**config.mk**
```make
export PLATFORM = sky130hd
export DESIGN_NAME = angles_hit_scanner
export DESIGN_NICKNAME = d
export VERILOG_FILES = /design/src/rtl/angles_pkg.sv /design/src/rtl/angles_hit_scanner_lsb_priority_encoder.sv /design/src/rtl/angles_hit_scanner.sv
export SDC_FILE = /design/constraint.sdc
export NUM_CORES = 1
export LEC_CHECK = 0
export BUFFER_PORTS_ARGS = -buffer_cell sky130_fd_sc_hd__buf_2
export CELL_PAD_IN_SITES_DETAIL_PLACEMENT = 1
export CELL_PAD_IN_SITES_GLOBAL_PLACEMENT = 1
export CORE_ASPECT_RATIO = 1.5
export CORE_MARGIN = 2
export CORE_UTILIZATION = 37
export DETAILED_ROUTE_END_ITERATION = 8
export GPL_TIMING_DRIVEN = 0
export PLACE_DENSITY = 0.76
export SLEW_MARGIN = 20
export SYNTH_ARGS = -nofsm -noshare
export SYNTH_HDL_FRONTEND = slang
export SYNTH_HIERARCHICAL = 1
export SYNTH_SLANG_ARGS = --single-unit
```
**constraint.sdc**
```tcl
create_clock -name clk -period 2.3 [get_ports clk]
set_clock_uncertainty 0.15 [all_clocks]
set_input_delay 0.115 -clock clk [delete_from_list [all_inputs] [get_ports clk]]
set_output_delay 0.115 -clock clk [all_outputs]
set_load 0.005 [all_outputs]
```
**src/rtl/angles_pkg.sv**
```systemverilog
`default_nettype none
// +----------------------------------------------------------------------------+
// | Package     : angles_pkg                                                   |
// | Description : Sector geometry, scanner state encoding and a popcount helper|
// | Revision    : 1.0 - initial release                                        |
// +----------------------------------------------------------------------------+
package angles_pkg;

  localparam int NUM_ANGLES = 16;
  localparam int ANGLE_W    = 4;

  typedef enum logic [1:0] {
    IDLE = 2'd0,
    SCAN = 2'd1,
    DONE = 2'd2
  } scan_state_t;

  function automatic logic [ANGLE_W:0] popcount(input logic [NUM_ANGLES-1:0] v);
    logic [ANGLE_W:0] n;
    n = '0;
    for (int i = 0; i < NUM_ANGLES; i++) begin
      n = n + {{ANGLE_W{1'b0}}, v[i]};
    end
    return n;
  endfunction

endpackage
`default_nettype wire

```
**src/rtl/angles_hit_scanner_lsb_priority_encoder.sv**
```systemverilog
`default_nettype none
// +----------------------------------------------------------------------------+
// | Module      : lsb_priority_encoder                                         |
// | Description : Index of the lowest set request bit plus an any-set flag     |
// | Revision    : 1.0 - initial release                                        |
// +----------------------------------------------------------------------------+
module lsb_priority_encoder #(
  parameter int WIDTH = 16,
  parameter int IDX_W = 4
) (
  input  logic [WIDTH-1:0] i_req,
  output logic [IDX_W-1:0] o_idx,
  output logic             o_any
);

  // Scan from the top down so the lowest set bit is the last to win.
  always_comb begin
    o_idx = '0;
    for (int i = WIDTH - 1; i >= 0; i--) begin
      if (i_req[i]) begin
        o_idx = IDX_W'(i);
      end
    end
  end

  assign o_any = |i_req;

endmodule
`default_nettype wire

```
**src/rtl/angles_hit_scanner.sv**
```systemverilog
`default_nettype none
// +----------------------------------------------------------------------------+
// | Module      : angles_hit_scanner                                           |
// | Description : Latches a 16-sector hit mask and streams set sector indices, |
// |               lowest first, over valid/ready. Optional hit_count port is   |
// |               enabled by defining ANGLES_HIT_COUNT_EN.                     |
// | Revision    : 1.0 - initial release                                        |
// +----------------------------------------------------------------------------+
module angles_hit_scanner
  import angles_pkg::*;
(
  input  logic                  clk,
  input  logic                  rst_n,
  input  logic                  start,
  input  logic [NUM_ANGLES-1:0] angles_hit,
  output logic                  busy,
  output logic                  angle_valid,
  input  logic                  angle_ready,
  output logic [ANGLE_W-1:0]    angle_out,
  output logic                  done
`ifdef ANGLES_HIT_COUNT_EN
  ,
  output logic [ANGLE_W:0]      hit_count
`endif
);

  scan_state_t           r_state;
  logic [NUM_ANGLES-1:0] r_pending;
  logic                  r_busy;
  logic                  r_angle_valid;
  logic                  r_done;

  logic [ANGLE_W-1:0]    w_idx;
  logic                  w_any;
  logic [NUM_ANGLES-1:0] w_pending_clr;

  lsb_priority_encoder #(
    .WIDTH (NUM_ANGLES),
    .IDX_W (ANGLE_W)
  ) u_lsb_enc (
    .i_req (r_pending),
    .o_idx (w_idx),
    .o_any (w_any)
  );

  assign w_pending_clr = r_pending & ~(NUM_ANGLES'(1) << w_idx);

  always_ff @(posedge clk or negedge rst_n) begin
    if (!rst_n) begin
      r_state       <= IDLE;
      r_pending     <= '0;
      r_busy        <= 1'b0;
      r_angle_valid <= 1'b0;
      r_done        <= 1'b0;
    end else begin
      case (r_state)
        IDLE: begin
          if (start) begin
            r_pending <= angles_hit;
            r_busy    <= 1'b1;
            if (|angles_hit) begin
              r_state       <= SCAN;
              r_angle_valid <= 1'b1;
            end else begin
              r_state <= DONE;
              r_done  <= 1'b1;
            end
          end
        end
        SCAN: begin
          if (angle_ready) begin
            r_pending <= w_pending_clr;
            if (w_pending_clr == '0) begin
              r_state       <= DONE;
              r_angle_valid <= 1'b0;
              r_done        <= 1'b1;
            end
          end
        end
        DONE: begin
          r_state <= IDLE;
          r_busy  <= 1'b0;
          r_done  <= 1'b0;
        end
        default: begin
          r_state       <= IDLE;
          r_pending     <= '0;
          r_busy        <= 1'b0;
          r_angle_valid <= 1'b0;
          r_done        <= 1'b0;
        end
      endcase
    end
  end

  assign busy        = r_busy;
  assign angle_valid = r_angle_valid;
  assign done        = r_done;
  // Forced to zero outside SCAN so downstream never sees a stale index.
  assign angle_out   = (r_angle_valid && w_any) ? w_idx : '0;

`ifdef ANGLES_HIT_COUNT_EN
  logic [ANGLE_W:0] r_hit_count;

  always_ff @(posedge clk or negedge rst_n) begin
    if (!rst_n) begin
      r_hit_count <= '0;
    end else if (r_state == IDLE && start) begin
      r_hit_count <= popcount(angles_hit);
    end
  end

  assign hit_count = r_hit_count;
`endif

endmodule
`default_nettype wire

```
## Word-level counts from Yosys, hierarchy flattened

Cells that the tools add are included.

- Bits in registers: 21
- Bits of input ports: 20
- Output and inout port bits: 7
- Logic and storage cells: 64

- Equal/unequal tests: 7
- Shift operators: 1
- Muxes and demuxes: 37
- Bitwise operators: 4
- Reductions and logical operators: 10

Operators by type and width:

| operator | count |
|---|---|
| 4-bit two-way mux | 17 |
| 16-bit case mux with 3 select lines | 1 |
| 16-bit two-way mux | 2 |
| 16-bit OR reduction | 2 |
| 16-bit bitwise AND | 1 |
| 16-bit logical NOT | 1 |
| 16-bit NOT | 1 |
| 1-bit by 4-bit << shifter with 16-bit output (first input constant) | 1 |
| 2-bit != test (second input constant) | 5 |
| 1-bit two-way mux | 9 |
| 2-bit two-way mux | 4 |
| 3-bit AND reduction | 2 |
| 5-bit AND reduction | 1 |
| 1-bit case mux with 2 select lines | 2 |
| 2-bit case mux with 2 select lines | 1 |
| 4-bit AND reduction | 1 |
| 1-bit case mux with 3 select lines | 1 |
| 2-bit by 1-bit == test with 1-bit output (second input constant) | 1 |
| 2-bit == test (second input constant) | 1 |
| 2-bit logical NOT | 1 |
| 1-bit NOT | 2 |
| 2-bit AND reduction | 1 |
| 1-bit logical AND | 1 |

## Depth between registers and ports, before layout

Gate-level depths: netlist of run 1.

- Depth in word-level cells: 23
- Gate-level depth with buffers: 11
- Mapped depth without buffers: 9

## Cells and area by module

Netlist of run 1, hierarchy kept.

Modules (own cells, without submodules):

| module | times used | cells an instance | area an instance (sq um) |
|---|---|---|---|
| angles_hit_scanner | 1 | 179 | 1497.7 |
| lsb_priority_encoder | 1 | 34 | 176.4 |

## Worst setup path before layout of run 1

No wires, ideal clock.

- Kind: flip-flop to flip-flop
- Start point: register r_pending[4]
- End point: register r_state[1]
- Setup time: 0.087 ns
- Arrival: 2.079 ns
- Required time: 2.063 ns
- Path slack: -0.016 ns
- Cell stages (with the launch flop): 10
- Period minus slack after synthesis: 2.316 ns
- Cells stage by stage: dfrtp_1 > nor4_2 > nand3_1 > a31oi_1 > buf_6 > nand4b_1 > a21oi_1 > nor4b_4 > nand3_2 > a211oi_2

- Word-level cells in the longest chain between the ends: 11

RTL lines:

| what | RTL line | RTL |
|---|---|---|
| from (decl) | angles_hit_scanner.sv:28 | `logic [NUM_ANGLES-1:0] r_pending;` |
| from (signal assigned) | angles_hit_scanner.sv:59 | `r_pending <= angles_hit;` |
| from (signal assigned) | angles_hit_scanner.sv:72 | `r_pending <= w_pending_clr;` |
| 4-bit two-way mux (5 in series) | angles_hit_scanner_lsb_priority_encoder.sv:20 | `if (i_req[i]) begin` |
| named net w_idx[3] | angles_hit_scanner.sv:33 | `logic [ANGLE_W-1:0] w_idx;` |
| 1-bit by 4-bit << shifter with 16-bit output | angles_hit_scanner.sv:46 | `assign w_pending_clr = r_pending & ~(NUM_ANGLES'(1) << w_idx);` |
| 16-bit NOT | angles_hit_scanner.sv:46 |  |
| 16-bit bitwise AND | angles_hit_scanner.sv:46 |  |
| 16-bit logical NOT | angles_hit_scanner.sv:73 | `if (w_pending_clr == '0) begin` |
| 2-bit != test (no source line) | - |  |
| 3-bit AND reduction (no source line) | - |  |
| to (signal assigned) | angles_hit_scanner.sv:50 | `r_state <= IDLE;` |
| to (signal assigned) | angles_hit_scanner.sv:74 | `r_state <= DONE;` |
| to (signal assigned) | angles_hit_scanner.sv:81 | `r_state <= IDLE;` |
| to (decl) | angles_hit_scanner.sv:27 | `scan_state_t r_state;` |

The timed path passes the listed nets, and every way through them passes these cells.
A chain may end at the register's enable or synchronous reset.

## Final worst setup path of run 1

- Start point: register r_pending[7]
- End point: register r_state[0]

- Word-level cells in the longest chain between the ends: 14

RTL lines:

| what | RTL line |
|---|---|
| 4-bit two-way mux (8 in series) | angles_hit_scanner_lsb_priority_encoder.sv:20 |
| named net w_idx[3] | angles_hit_scanner.sv:33 |
| 1-bit by 4-bit << shifter with 16-bit output | angles_hit_scanner.sv:46 |
| 16-bit NOT | angles_hit_scanner.sv:46 |
| 16-bit bitwise AND | angles_hit_scanner.sv:46 |
| 16-bit logical NOT | angles_hit_scanner.sv:73 |
| 2-bit != test (no source line) | - |
| 3-bit AND reduction (no source line) | - |

The timed path passes the listed nets, and every way through them passes these cells.

==> flow_metrics.tcl, run 1 <==
set metrics [dict create \
    yosysMostFrequentCell "nand2_1" \
    async_reset_ff_frac 1.00 \
    vias_per_cell 6.15 \
    instances_no_fill 313 \
    synth_common_cells "nand2_1 (34), dfrtp_1 (21), a31oi_1 (16), and3_1 (16), nor2_1 (14)" \
    crit_type "reg2reg" \
    grt_start_max_net_pins 22 \
    synth_ff_type "dfrtp_1" \
    ys_ff_latch 21 \
    final-max-slew-violation-count 0 \
    fin_crit_sh 1.11 \
    dr.pass1.iters 6 \
    syn_inst 213 \
    min-delay-path-class "in2reg" \
    io_pins 27 \
    synth_nets 233 \
    filler_cell_count 567 \
    tightest_slew_ns 0.621 \
    layout_min_cycle_time_ns 2.56 \
    ir_worst_vdd_mv 0.450 \
    arrival_ns 2.57 \
    gp_congestion 0.835 \
    rows 30 \
    fp.dieW_um 58.9 \
    ant_nets 0 \
    antenna_found_initial 0 \
    yosysTopAreaCell "dfrtp_1" \
    grt_pass1_vias 1931 \
    htree_levels 1 \
    cts_made_buffers 3 \
    fmax_ghz 0.390 \
    crit_path_end_kind "flop" \
    outcome "finished with violations" \
    clockRootBuffer "clkbuf_8" \
    fin_ws_ns -0.263 \
    dp_slack_ns -0.427 \
    synth-edff-count 0 \
    grt.overflow.total 0 \
    grtUsageTotal 0.259 \
    finalHoldViolations 0 \
    p_leak_nw 0.919 \
    ys_seq_area_frac 0.314 \
    postLayoutCellArea_um2 2250 \
    cts_tree "built" \
    yosys_warnings 6 \
    drt-initial-drc-count 52 \
    syn_to_final_growth_pct 34.5 \
    die_area_um2 5090 \
    max-cap-violations 0 \
    yosys.cell_types.count 45 \
    wirelength_um 6400 \
    multi_input_area_um2 1170 \
    synth_area_leaders "dfrtp_1 (31%), nand2_1 (7.6%), a31oi_1 (6.0%)" \
    critPathRequiredTime_ns 2.31 \
    dp_cells 287 \
    hpwl_um 4450 \
    cts.clk_slew.worst_paths_ns 0.08 \
    drive_gt1_frac 0.389 \
    numPortBuffers 26 \
    rsz0062_at_grt "yes" \
    failed_checks "DRC, setup timing" \
    synth_top_area_frac 0.314 \
    grt_pass1_wl_um 9910 \
    diodes 0 \
    powerDensity_nw_per_um2 773 \
    relSlewSlack 0.586 \
    syn_area_per_cell_um2 7.86 \
    start_util 0.378 \
    final-seq-area_um2 539 \
    insertion_delay_ns 0.26 \
    num-nets-final 286 \
    worstPathMaxFanout 6 \
    die_y_um 86.4 \
    via_count 1926 \
    setup_tns_ns -1.73 \
    dpl_cell_area_um2 1880 \
    wl_per_cell_um 20.5 \
    cts_buffer_depth 2 \
    coreArea_um2 4430 \
    cts_sinks 21 \
    setup_violations 16 \
    critPathLaunchType "flop" \
    netlist_area_um2 1670 \
    drc 1 \
]
## cell type report
cell class / count / area share
Tap cell: 48 / 0.0267
Multi-Input combinational cell: 172 / 0.522
Clock buffer: 4 / 0.0200
Sequential cell: 21 / 0.239
Inverter: 6 / 0.0100
Buffer: 14 / 0.0467
Timing Repair Buffer: 48 / 0.136
## what timing repair did
item	in CTS	in global routing
pin swaps	5	26
hold buffers	1	0
cloned	0	0
setup endpoints to repair	19	20
hold endpoints to repair	21	0
resized for setup	21	27
setup buffers	7	14
## worst paths after layout
| kind | startpoint | to | slack, ns | cells after the start |
|---|---|---|---|---|
| worst max-delay path | r_pending[7] | r_state[0] | -0.26 | 10 |
| worst min-delay path | start | r_state[0] | 0.0002 | 3 |
| worst max register to register | r_pending[7] | r_state[0] | -0.26 | 10 |
| worst min register to register | busy | busy | 0.37 | 2 |
| max in group asynchronous | rst_n | r_pending[12] | 1.44 | 2 |
| min in group asynchronous | rst_n | r_pending[5] | 0.19 | 2 |
## per-stage QoR
stage               utilization  total power [mW]  hold slack (ns)
finish                    0.508              1.74         0.000203
global route              0.508              1.84           0.0406
CTS                       0.463              1.59          0.00286
detailed placement        0.424              1.26          -0.0325
global placement          0.424              1.25          -0.0353
floorplan                     -              1.01           -0.331
## cells in the final DEF (no fill, tap or decap), drive strengths merged, types with 4 or more instances in the layout
master	synthesis	final
dfrtp	21	21
nor2	17	17
nor2b	5	5
inv	6	6
a32oi	4	4
o21ai	19	19
nor4	6	6
mux2i	6	6
a21oi	9	9
nand2	34	34
a31oi	17	17
clkbuf	5	9
nand3	8	8
buf	9	56
and3	16	16
## critical path: stages (launching register included)
cell,delay [ns]
dfrtp_2,0.45
nor4_4,0.36
nand3_2,0.17
a31oi_4,0.25
buf_6,0.16
buf_6,0.12
nor2_4,0.05
a31oi_1,0.27
nor4b_4,0.09
a211o_1,0.30
o311ai_1,0.08
## routing by layer
| layer | routed length [um] | up-vias | global-route usage |
|---|---|---|---|
| met2 | 3500 | 58 | 0.475 |
| li1 | - | 890 | - |
| met4 | 153 | 0 | 0.0992 |
| met3 | 213 | 12 | 0.0149 |
| met5 | 0 | - | 0 |
| met1 | 2540 | 966 | 0.306 |
## registers in the layout, summed over array words and instances (netlist names)
name,count
r_state,2
angle_valid,1
done,1
r_pending,16
busy,1
## kinds of logic (layout without fill, tap and decap cells)
logic type             Yosys count  in the layout  synth area share
flip-flops                      21             21             0.314
buffers and inverters           20             72            0.0680
AO/OA/AOI/OAI                   62             62             0.240
multiplexers                     6              6            0.0359
AND/OR/NAND/NOR                104            104             0.342
## power by group
part | switching (mW) | internal [mW]
sequential | 0.129 | 0.444
clock | 0.123 | 0.124
combinational | 0.478 | 0.442
total | 0.731 | 1.01
Power figures use the tool's default switching activity.
==> inputs of run 2 (changes only) <==
--- a/config.mk
+++ b/config.mk
@@ -5,13 +5,13 @@
 export SDC_FILE = /design/constraint.sdc
 export NUM_CORES = 1
 export LEC_CHECK = 0
-export BUFFER_PORTS_ARGS = -buffer_cell sky130_fd_sc_hd__buf_2
 export CELL_PAD_IN_SITES_DETAIL_PLACEMENT = 1
 export CELL_PAD_IN_SITES_GLOBAL_PLACEMENT = 1
 export CORE_ASPECT_RATIO = 1.5
 export CORE_MARGIN = 2
-export CORE_UTILIZATION = 37
+export CORE_UTILIZATION = 42
 export DETAILED_ROUTE_END_ITERATION = 8
+export DONT_BUFFER_PORTS = 1
 export GPL_TIMING_DRIVEN = 0
 export PLACE_DENSITY = 0.76
 export SLEW_MARGIN = 20
==> flow_metrics.tcl, run 2 (synthesis results as in run 1) <==
set metrics [dict create \
    cts_buffer_depth 2 \
    outcome "finished with violations" \
    grt_pass1_vias 2021 \
    start_util 0.431 \
    final-max-slew-violation-count 0 \
    drive_gt1_frac 0.366 \
    fin_ws_ns -0.407 \
    fmax_ghz 0.369 \
    num-nets-final 278 \
    io_pins 27 \
    crit_type "reg2reg" \
    htree_levels 1 \
    ant_nets 0 \
    relSlewSlack 0.581 \
    arrival_ns 2.73 \
    top_layer "met4" \
    die_y_um 81.3 \
    setup_violations 20 \
    top_register "r_pending" \
    power.total_mw 1.78 \
    filler_cell_count 443 \
    grt.overflow.total 0 \
    wirelength_um 7690 \
    finalHoldViolations 0 \
    max-cap-violations 0 \
    dp_slack_ns -0.354 \
    wl_met2_um 4110 \
    hpwl_um 4160 \
    p_leak_nw 0.910 \
    rsz0062_at_grt "yes" \
    largest_reg_flops 16 \
    drc 0 \
    rows 28 \
    via_count 2012 \
    cts.clk_slew.worst_paths_ns 0.08 \
    layout_min_cycle_time_ns 2.71 \
    numPortBuffers 0 \
    wl_per_cell_um 25.5 \
    final_cell_mix "nand2_1 (34), buf_4 (20), dlygate4sd3_1 (14)" \
    insertion_delay_ns 0.26 \
    powerDensity_nw_per_um2 742 \
    fin_crit_sh 1.18 \
    critPathLaunchType "flop" \
    final_common_cell "nand2_1" \
    critPathRequiredTime_ns 2.33 \
    diodes 0 \
    dpl_cell_area_um2 1740 \
    wl_met1_um 2830 \
    worstPathMaxFanout 6 \
    wl_met3_um 315 \
    cts_tree "built" \
    antenna_found_initial 0 \
    ir_worst_vdd_mv 0.742 \
    grt_start_max_net_pins 22 \
    min-delay-path-class "in2reg" \
    clockRootBuffer "clkbuf_8" \
    postLayoutCellArea_um2 2400 \
    dr.pass1.iters 6 \
    failed_checks "setup timing" \
    cts_sinks 21 \
    cts_made_buffers 3 \
    drt-initial-drc-count 94 \
    tightest_slew_ns 0.622 \
    grt_pass1_wl_um 9860 \
    die_area_um2 4520 \
    vias_per_cell 6.66 \
    crit_path_end_kind "flop" \
    fp.dieW_um 55.6 \
    grtUsageTotal 0.287 \
    syn_to_final_growth_pct 43.3 \
    coreArea_um2 3890 \
    gp_congestion 0.895 \
    reg_top3 "r_pending: 16 flops, r_state: 2 flops" \
]
run 2: cell types whose count changed in the layout (fill, tap and decap cells not counted), moves of 4 or more:
cell           before  now
buf_2              29    4
dlygate4sd3_1       1   14
and3_1             16   11
and3_4              0    5
a31oi_1            14   10
nand3_1             6    2
nand3_2             2    6
run 2: metal layers:
| layer | track usage | up-vias |
|---|---|---|
| met3 | 0.0318 | 31 |
| met5 | 0 | - |
| met2 | 0.557 | 101 |
| met1 | 0.303 | 1006 |
| li1 | - | 874 |
| met4 | 0.146 | 0 |
run 2: path summary, 6_finish.rpt:
check | startpoint | endpoint | slack, ns | depth (start not counted)
max in group asynchronous | rst_n | r_pending[7] | 1.42 | 2
worst max register to register | r_pending[4] | r_state[1] | -0.41 | 9
min in group asynchronous | rst_n | r_pending[10] | 0.19 | 2
worst max-delay path | r_pending[4] | r_state[1] | -0.41 | 9
worst min register to register | busy | busy | 0.40 | 2
worst min-delay path | start | busy | 0.01 | 2
run 2: metrics by stage:
step	instances	hold slack, ns	TNS [ns]	utilization
floorplan	213	-0.331	0	-
global placement	258	-0.330	-2.07	0.448
detailed placement	258	-0.330	-2.67	0.448
CTS	288	0.0167	-1.25	0.550
global route	302	0.0232	-5.05	0.617
finish	302	0.0119	-3.65	0.617
run 2: worst max-delay path, cell delays in order (launching register included):
cell      delay, ns
dfrtp_2        0.48
nor4_4         0.35
nand3_2        0.16
a31oi_4        0.25
buf_6          0.17
nand4b_1       0.18
a21oi_2        0.24
nor4b_4        0.30
nand3_2        0.15
a211oi_2       0.19
run 2: final cells by class:
cell class	instances	area [um^2]	share of cell area
Multi-Input combinational cell	172	1260	0.525
Sequential cell	21	539	0.225
Timing Repair Buffer	40	368	0.153
Buffer	14	109	0.0454
Tap cell	45	56.3	0.0235
Clock buffer	4	45.0	0.0188
Inverter	6	22.5	0.00939
run 2: what timing repair did:
item,4_1_cts,5_1_grt
endpoints found under the hold margin,35,21
gates cloned,1,0
setup buffers,11,13
endpoints found under the setup margin,17,20
gates resized for setup,28,38
pin swaps,16,24
hold buffers,14,1
run 2: report_power, final:
part | internal [mW] | switching (mW) | leakage, nW
combinational | 0.429 | 0.524 | 0.677
clock | 0.124 | 0.129 | 0.0228
sequential | 0.442 | 0.133 | 0.210
total | 0.995 | 0.786 | 0.910
